[src/rtl/homo_decimator.sv]
// homo_decimator: per-channel block-mean decimator with DC offset removal and output saturation.
// Define HOMO_ABS_RECT_EN to rectify (absolute value) input samples before the offset is removed.
module homo_decimator #(
    parameter int DATA_W     = 32,
    parameter int DECIM_LOG2 = 2,
    parameter int N_CH       = 1,
    parameter logic signed [DATA_W-1:0] OFFSET = DATA_W'(32'h0400_0000),
    localparam int CH_W      = (N_CH > 1) ? $clog2(N_CH) : 1
) (
    input  logic              aclk,
    input  logic              aresetn,
    input  logic [DATA_W-1:0] s_axis_data_tdata,
    input  logic              s_axis_data_tvalid,
    output logic              s_axis_data_tready,
    output logic [DATA_W-1:0] m_axis_data_tdata,
    output logic [CH_W-1:0]   m_axis_data_tuser,
    output logic              m_axis_data_tlast,
    output logic              m_axis_data_tvalid,
    input  logic              m_axis_data_tready,
    output logic              sat_pulse
);

    localparam int ACC_W = DATA_W + 1 + DECIM_LOG2;
    localparam int PH_W  = (DECIM_LOG2 > 0) ? DECIM_LOG2 : 1;
    localparam logic [PH_W-1:0] PH_LAST = PH_W'((1 << DECIM_LOG2) - 1);
    localparam logic [CH_W-1:0] CH_LAST = CH_W'(N_CH - 1);
    localparam logic signed [ACC_W-1:0] Y_MAX = {{(ACC_W-DATA_W+1){1'b0}}, {(DATA_W-1){1'b1}}};
    localparam logic signed [ACC_W-1:0] Y_MIN = {{(ACC_W-DATA_W+1){1'b1}}, {(DATA_W-1){1'b0}}};

    function automatic logic is_sat(input logic signed [ACC_W-1:0] v);
        return (v > Y_MAX) || (v < Y_MIN);
    endfunction

    function automatic logic [DATA_W-1:0] sat_data(input logic signed [ACC_W-1:0] v);
        if (v > Y_MAX)
            return Y_MAX[DATA_W-1:0];
        else if (v < Y_MIN)
            return Y_MIN[DATA_W-1:0];
        return v[DATA_W-1:0];
    endfunction

`ifdef HOMO_ABS_RECT_EN
    // The most-negative input has no positive twin, so it clamps to the largest positive value.
    function automatic logic signed [DATA_W-1:0] rect_abs(input logic signed [DATA_W-1:0] v);
        if (v == {1'b1, {(DATA_W-1){1'b0}}})
            return {1'b0, {(DATA_W-1){1'b1}}};
        return v[DATA_W-1] ? -v : v;
    endfunction
`endif

    logic signed [DATA_W-1:0] w_x_p0;
    logic signed [DATA_W:0]   w_d_p0;
    logic signed [ACC_W-1:0]  w_base_p0;
    logic signed [ACC_W-1:0]  w_sum_p0;
    logic signed [ACC_W-1:0]  w_mean_p0;
    logic                     w_acc_p0;
    logic                     w_done_p0;

    logic [CH_W-1:0]          r_ch;
    logic [PH_W-1:0]          r_phase;
    logic signed [ACC_W-1:0]  r_acc [N_CH];

    logic                     r_vld_p1;
    logic [DATA_W-1:0]        r_tdata_p1;
    logic [CH_W-1:0]          r_tuser_p1;
    logic                     r_tlast_p1;
    logic                     r_sat_p1;

    // Stage p0: offset removal, accumulate, mean and saturation on the accepted beat
`ifdef HOMO_ABS_RECT_EN
    assign w_x_p0 = rect_abs(s_axis_data_tdata);
`else
    assign w_x_p0 = s_axis_data_tdata;
`endif
    assign w_d_p0    = {w_x_p0[DATA_W-1], w_x_p0} - {OFFSET[DATA_W-1], OFFSET};
    assign w_base_p0 = (r_phase == '0) ? '0 : r_acc[r_ch];
    assign w_sum_p0  = w_base_p0 + ACC_W'(w_d_p0);
    assign w_mean_p0 = w_sum_p0 >>> DECIM_LOG2;

    assign s_axis_data_tready = !r_vld_p1 || m_axis_data_tready;
    assign w_acc_p0           = s_axis_data_tvalid && s_axis_data_tready;
    assign w_done_p0          = w_acc_p0 && (r_phase == PH_LAST);

    always_ff @(posedge aclk or posedge aresetn) begin
        if (aresetn) begin
            r_ch    <= '0;
            r_phase <= '0;
        end else if (w_acc_p0) begin
            if (r_ch == CH_LAST) begin
                r_ch    <= '0;
                r_phase <= (r_phase == PH_LAST) ? '0 : r_phase + 1'b1;
            end else begin
                r_ch <= r_ch + 1'b1;
            end
        end
    end

    // Phase 0 overwrites the slot, so stale sums after reset never leak into a block.
    always_ff @(posedge aclk) begin
        if (w_acc_p0)
            r_acc[r_ch] <= w_sum_p0;
    end

    // Stage p1: registered output beat, held while downstream stalls
    always_ff @(posedge aclk or posedge aresetn) begin
        if (aresetn) begin
            r_vld_p1   <= 1'b0;
            r_tdata_p1 <= '0;
            r_tuser_p1 <= '0;
            r_tlast_p1 <= 1'b0;
            r_sat_p1   <= 1'b0;
        end else begin
            r_sat_p1 <= w_done_p0 && is_sat(w_mean_p0);
            if (w_done_p0) begin
                r_vld_p1   <= 1'b1;
                r_tdata_p1 <= sat_data(w_mean_p0);
                r_tuser_p1 <= r_ch;
                r_tlast_p1 <= (r_ch == CH_LAST);
            end else if (m_axis_data_tready) begin
                r_vld_p1 <= 1'b0;
            end
        end
    end

    assign m_axis_data_tvalid = r_vld_p1;
    assign m_axis_data_tdata  = r_tdata_p1;
    assign m_axis_data_tuser  = r_tuser_p1;
    assign m_axis_data_tlast  = r_tlast_p1;
    assign sat_pulse          = r_sat_p1;

endmodule

[config.mk]
export PLATFORM = sky130hd
export DESIGN_NAME = homo_decimator
export DESIGN_NICKNAME = d
export VERILOG_FILES = /design/src/rtl/homo_decimator.sv
export SDC_FILE = /design/constraint.sdc
export NUM_CORES = 1
export LEC_CHECK = 0
export BUFFER_PORTS_ARGS = -buffer_cell sky130_fd_sc_hd__buf_2
export CORE_MARGIN = 4
export CORE_UTILIZATION = 59
export CTS_CLUSTER_DIAMETER = 150
export DETAILED_ROUTE_END_ITERATION = 8
export PLACE_DENSITY = 0.82
export RECOVER_POWER = 100
export REMOVE_ABC_BUFFERS = 1
export SLEW_MARGIN = 20
export SYNTH_ARGS = -nofsm -noshare
export SYNTH_HDL_FRONTEND = slang
export SYNTH_SLANG_ARGS = --single-unit
export TNS_END_PERCENT = 5
[constraint.sdc]
create_clock -name aclk -period 4.88 [get_ports aclk]
set_input_delay 0.488 -clock aclk [delete_from_list [all_inputs] [get_ports aclk]]
set_output_delay 0.488 -clock aclk [all_outputs]
set_load 0.05 [all_outputs]
## Word-level counts from Yosys, hierarchy flattened

Memories as Yosys holds them, arrays and structs flattened.
Index checks and enable logic that the tools add are counted.
Widths: inputs -> output; s select.

- Memories: 1
- Output and inout port bits: 37
- Logic and storage cells: 38
- Bits of input ports: 36
- Bits in registers: 39
- RAM bits: 35

- Bitwise gates (word level): 1
- Add/sub/neg operators: 4
- Reductions and logical operators: 9
- Mux-type cells: 13
- Order comparisons: 2
- Equality and inequality tests: 1

Memories:

| name | depth | bits a word | read ports | clocked after Yosys merged registers in | write ports | RTL line | text |
|---|---|---|---|---|---|---|---|
| r_acc | 1 | 35 | 1 | 0 | 1 | 61 | `logic signed [ACC_W-1:0] r_acc [N_CH];` |

Operators by type and width:

| kind | number |
|---|---|
| $mux 32 | 3 |
| $add 35x33->35 | 1 |
| $mux 35 | 1 |
| $gt 33x32->1 const B | 1 |
| $lt 33x32->1 const B | 1 |
| $sub 32x28->33 const B | 1 |
| $mux 1 | 8 |
| $logic_and 1x1->1 | 3 |
| $add 2x1->2 const B | 1 |
| $eq 2x2->1 const B | 1 |
| $logic_not 2->1 | 1 |
| $logic_or 1x1->1 | 2 |
| $mux 2 | 1 |
| $reduce_and 2->1 | 1 |
| $reduce_bool 2->1 | 1 |
| $add 1x1->1 const B | 1 |
| $logic_not 1->1 | 1 |
| $not 1->1 | 1 |

## Depth between registers and ports, before layout

- Depth after elaboration: 8
- Mapped depth: 19
- Gate-level depth less buffers: 16

## Least setup slack after synthesis

OpenSTA, ideal clock, no wires.

- Path type: reg-to-reg
- Start: reg r_phase[0]
- End: reg r_tdata_p1[1], in the netlist m_axis_data_tdata[1]
- Required time: 4.758 ns
- Setup time: 0.122 ns
- Stages on the path, launching flop included: 17
- Slack: 0.904 ns
- Path buffers: 3
- Clock period less this slack: 3.976 ns
- Arrival time: 3.854 ns
- Cells stage by stage: dfrtp_1 -> inv_1 -> ha_1 -> clkbuf_1 -> nor2b_1 -> ha_1 -> ha_1 -> a211oi_1 -> a211oi_1 -> or3b_4 -> a2111oi_4 -> o21ai_2 -> xnor2_4 -> o21bai_1 -> buf_2 -> buf_6 -> o21ai_1

- Longest elaborated chain between the ends: 8
- Elaborated cells on any way between the ends: 12
- Those cells by class: add/sub: 1; order compare: 2; eq/ne: 1; mux: 6; reduce/logical: 2

RTL lines:

| what | RTL line | text |
|---|---|---|
| start: declaration | 60 | `logic [PH_W-1:0] r_phase;` |
| start signal: assignment | 91 | `r_phase <= (r_phase == PH_LAST) ? '0 : r_phase + 1'b1;` |
| $logic_not 2->1 | 76 | `assign w_base_p0 = (r_phase == '0) ? '0 : r_acc[r_ch];` |
| $mux 35 | 76 |  |
| $add 35x33->35 | 77 | `assign w_sum_p0 = w_base_p0 + ACC_W'(w_d_p0);` |
| $lt 33x32->1 | 37 | `else if (v < Y_MIN)` |
| $mux 1 | 37 |  |
| $mux 1 | 35 | `if (v > Y_MAX)` |
| $mux 1 | 114 | `if (w_done_p0) begin` |
| $mux 32 | 39 | `return v[DATA_W-1:0];` |
| end signal: assignment | 116 | `r_tdata_p1 <= sat_data(w_mean_p0);` |
| end: declaration | 64 | `logic [DATA_W-1:0] r_tdata_p1;` |

Parallel ways exist; a longest one is shown, timed or not. The select of a mux whose other input is x is not followed.
A chain may end at the register's enable or synchronous reset.

## Worst setup path after layout

- Start: reg r_phase[0]
- End: reg r_tdata_p1[10], in the netlist m_axis_data_tdata[10]

The elaborated chain is that of the path after synthesis.

==> out/metrics.cfg <==
[final_layout]
multiInputGateArea_um2 = 2990
layout.cells.non_filler = 731
syn_to_final_growth_pct = 12.3
seqCellArea_um2 = 1980
num_antenna_cells = 0
drive_gt1_share_pct = 11.6
fillers = 703
finalInstanceArea_um2 = 5860
finalNetCount = 724

[synthesis]
ys_ff_latch = 72
yosysWarnings = 0
synth_compound_area_share_pct = 20.5
ys_types = 56
synth_mux_area_share_pct = 0.192
synth_ff_type = dfrtp_1
synth_edf_count = 35
syn_inst = 554
syn-cell-area_um2 = 5220
yosys.area_share.xor_xnor_pct = 5.54
synth_adder_area_share_pct = 16.9
ys_seq_area_share_pct = 37.9
avgSynthCellArea_um2 = 9.42
synth_top_family_by_area = compound AO/OA/AOI/OAI gates
synth_simple_gate_area_share_pct = 14.1
synthArstFlopShare_pct = 51.4

[detailed_routing]
drt_iter0_markers = 219
via_per_inst = 6.00
routed_wl_um = 12400
drc = 0
drtPass1Iterations = 4
vias = 4385
ant_nets = 0
wl_per_cell_um = 17.0

[clocking]
hold_buffers = 0
cts_sinks = 72
cts_buffers = 9
cts_tree = built
clk_latency_ps = 360
cts_root_buffer = clkbuf_8
clock_path_buffers = 2
post_cts_resized = 0
clkTransAtPathRegs_ps = 80
postCtsSetupRepairBufs = 0
htreeDepth = 3

[global_routing]
first_global_vias = 4330
grt_pass1_wl_um = 20500
grt_usage_pct = 24.8
grt_overflow_total = 0
grt_start_max_net_pins = 40
antenna_found_initial = 0

[critical_path]
crit_type = reg2reg
worst-path-max-fanout = 34
crit_arrival_ps = 4750
cp.required_ps = 5150
worst-path-buf-inv = 2
cp_top_family = compound AO/OA/AOI/OAI gates
end_kind = flop
slowest_stage = ha_1
path_cells = inv_1 -> ha_1 -> nor2b_1 -> ha_1 -> ha_1 -> a211oi_1 -> a211oi_1 -> or3b_4 -> a2111oi_4 -> o21ai_2 -> xnor2_4 -> buf_4 -> a211oi_1 -> o21ai_0
crit_path_start_kind = flop
worst_path_largest_cell_delay_ps = 560

[timing]
rsz0062_at_grt = false
slew_viol_final = 78
worst_pin_slew_ps = 2190
clock_skew_ps = 11.2
worst_slack_ps = 398
final-setup-viol-count = 0
finalHoldWorstSlack_ps = 429
fin_crit_ps = 4480
hold_viol = 0
fmax_mhz = 223
finalCritPeriodShare_pct = 91.9
slew_headroom_pct = -46.0

[place]
portBuffers = 71
placed_cell_area_um2 = 5670
pre_cts_slack_ps = 427
place.gp.congestion = 0.923
place_hpwl_um = 9150
place_inst = 715

[flow_run]
cap_violations = 2

[floorplan]
fp.dieH_um = 102
initial_core_util_pct = 60.1
die_w_um = 102
die_area_um2 = 10400
core_area_um2 = 8680
rows = 34
ios = 73

[worst_hold_path]
hold_path_class = in2reg

[outcome]
outcome = finished with violations
violations = capacitance limit, slew limit

cell type report:
type	instances	share of cell area [%]
multi-input cells	420	51.0
flip-flops and latches	72	33.7
repair buffers	79	6.41
clock buffers	11	2.41
inverters	36	2.31
well taps	108	2.31
clock inverters	5	1.77
tightest hold or removal path: stages:
cell,delay [ps]
buf_2,70
nand2b_1,130
nand2_1,60
layer usage:
metal	global-route usage [%]	part of all wire (%)	vias up
met5	0	0	-
met4	10.6	3.0	0
met3	4.16	5.7	38
met2	41.9	49	165
met1	31.5	42	2085
li1	-	-	2097
metrics by stage:
stage / TNS [ps] / util (%)
floorplan: -5090 / -
global placement: 0 / 65.3
detailed placement: 0 / 65.3
CTS: 0 / 68.1
global route: 0 / 67.5
finish: 0 / 67.5
synthesized netlist by cell type (2+ instances only):
master / n / share of area [%]
o21ai_1: 17 / 1.6
o21ai_0: 38 / 3.6
o21bai_1: 5 / 0.72
a31oi_1: 3 / 0.36
a21boi_0: 3 / 0.43
buf_2: 7 / 0.67
nand2b_1: 17 / 2.0
inv_1: 36 / 2.6
and3_1: 3 / 0.36
edfxtp_1: 35 / 20
nor4b_1: 2 / 0.34
clkbuf_1: 17 / 1.2
xor2_1: 14 / 2.4
nand3_1: 3 / 0.29
dfrtp_1: 37 / 18
xnor2_1: 14 / 2.4
a21o_1: 16 / 2.3
nor2b_1: 30 / 3.6
nor2_1: 18 / 1.3
o21a_1: 3 / 0.43
a31o_2: 2 / 0.34
a21oi_1: 61 / 5.9
a311oi_1: 2 / 0.34
nand2_1: 54 / 3.9
or2_2: 2 / 0.24
a211oi_1: 5 / 0.72
o211ai_1: 3 / 0.43
o31ai_1: 4 / 0.58
nand4_1: 8 / 0.96
ha_1: 69 / 17
worst paths after layout:
path                                          to  cells past startpoint  slack (ps)               start
max                        m_axis_data_tdata[10]                     14         400          r_phase[0]
min                           m_axis_data_tvalid                      3         430  m_axis_data_tready
max reg2reg                m_axis_data_tdata[10]                     14         400          r_phase[0]
min reg2reg                    m_axis_data_tlast                      1         470   m_axis_data_tlast
max in group asynchronous  m_axis_data_tdata[27]                      3        2850             aresetn
min in group asynchronous   m_axis_data_tdata[8]                      3         880             aresetn
logic make-up (layout without fill, tap and decap cells):
family | Yosys count | count (layout)
other | 1 | 1
AND/OR/NAND/NOR | 144 | 144
flip-flops | 72 | 72
adder cells (fa/ha/maj) | 70 | 70
multiplexers | 1 | 1
buffers and inverters | 62 | 131
AO/OA/AOI/OAI | 174 | 174
XOR/XNOR | 30 | 30
cell usage in the layout (no fill, tap or decap), types with 2 or more instances in the layout:
master / netlist / layout
a211oi_1: 5 / 5
a21boi_0: 3 / 3
a21o_1: 16 / 16
a21oi_1: 61 / 61
a311oi_1: 2 / 2
a31o_2: 2 / 2
a31oi_1: 3 / 3
and3_1: 3 / 3
buf_2: 7 / 35
buf_4: 1 / 5
bufinv_16: 0 / 3
clkbuf_1: 17 / 39
clkbuf_8: 0 / 10
dfrtp_1: 37 / 37
edfxtp_1: 35 / 35
ha_1: 69 / 69
inv_1: 36 / 36
nand2_1: 54 / 54
nand2b_1: 17 / 17
nand3_1: 3 / 3
nand4_1: 8 / 8
nor2_1: 18 / 18
nor2b_1: 30 / 30
nor4b_1: 2 / 2
o211ai_1: 3 / 3
o21a_1: 3 / 3
o21ai_0: 38 / 53
o21ai_1: 17 / 2
o21bai_1: 5 / 4
o31ai_1: 4 / 4
or2_2: 2 / 2
xnor2_1: 14 / 14
xor2_1: 14 / 14
flip-flops by register name (all words and copies together) (netlist names):
signal and count:
sat_pulse 1, m_axis_data_tlast 1, r_acc 35, m_axis_data_tdata 32, m_axis_data_tvalid 1, r_phase 2
Power is not shown: default switching activity piles up to over one toggle a cycle in this logic, so the estimate is an artifact.
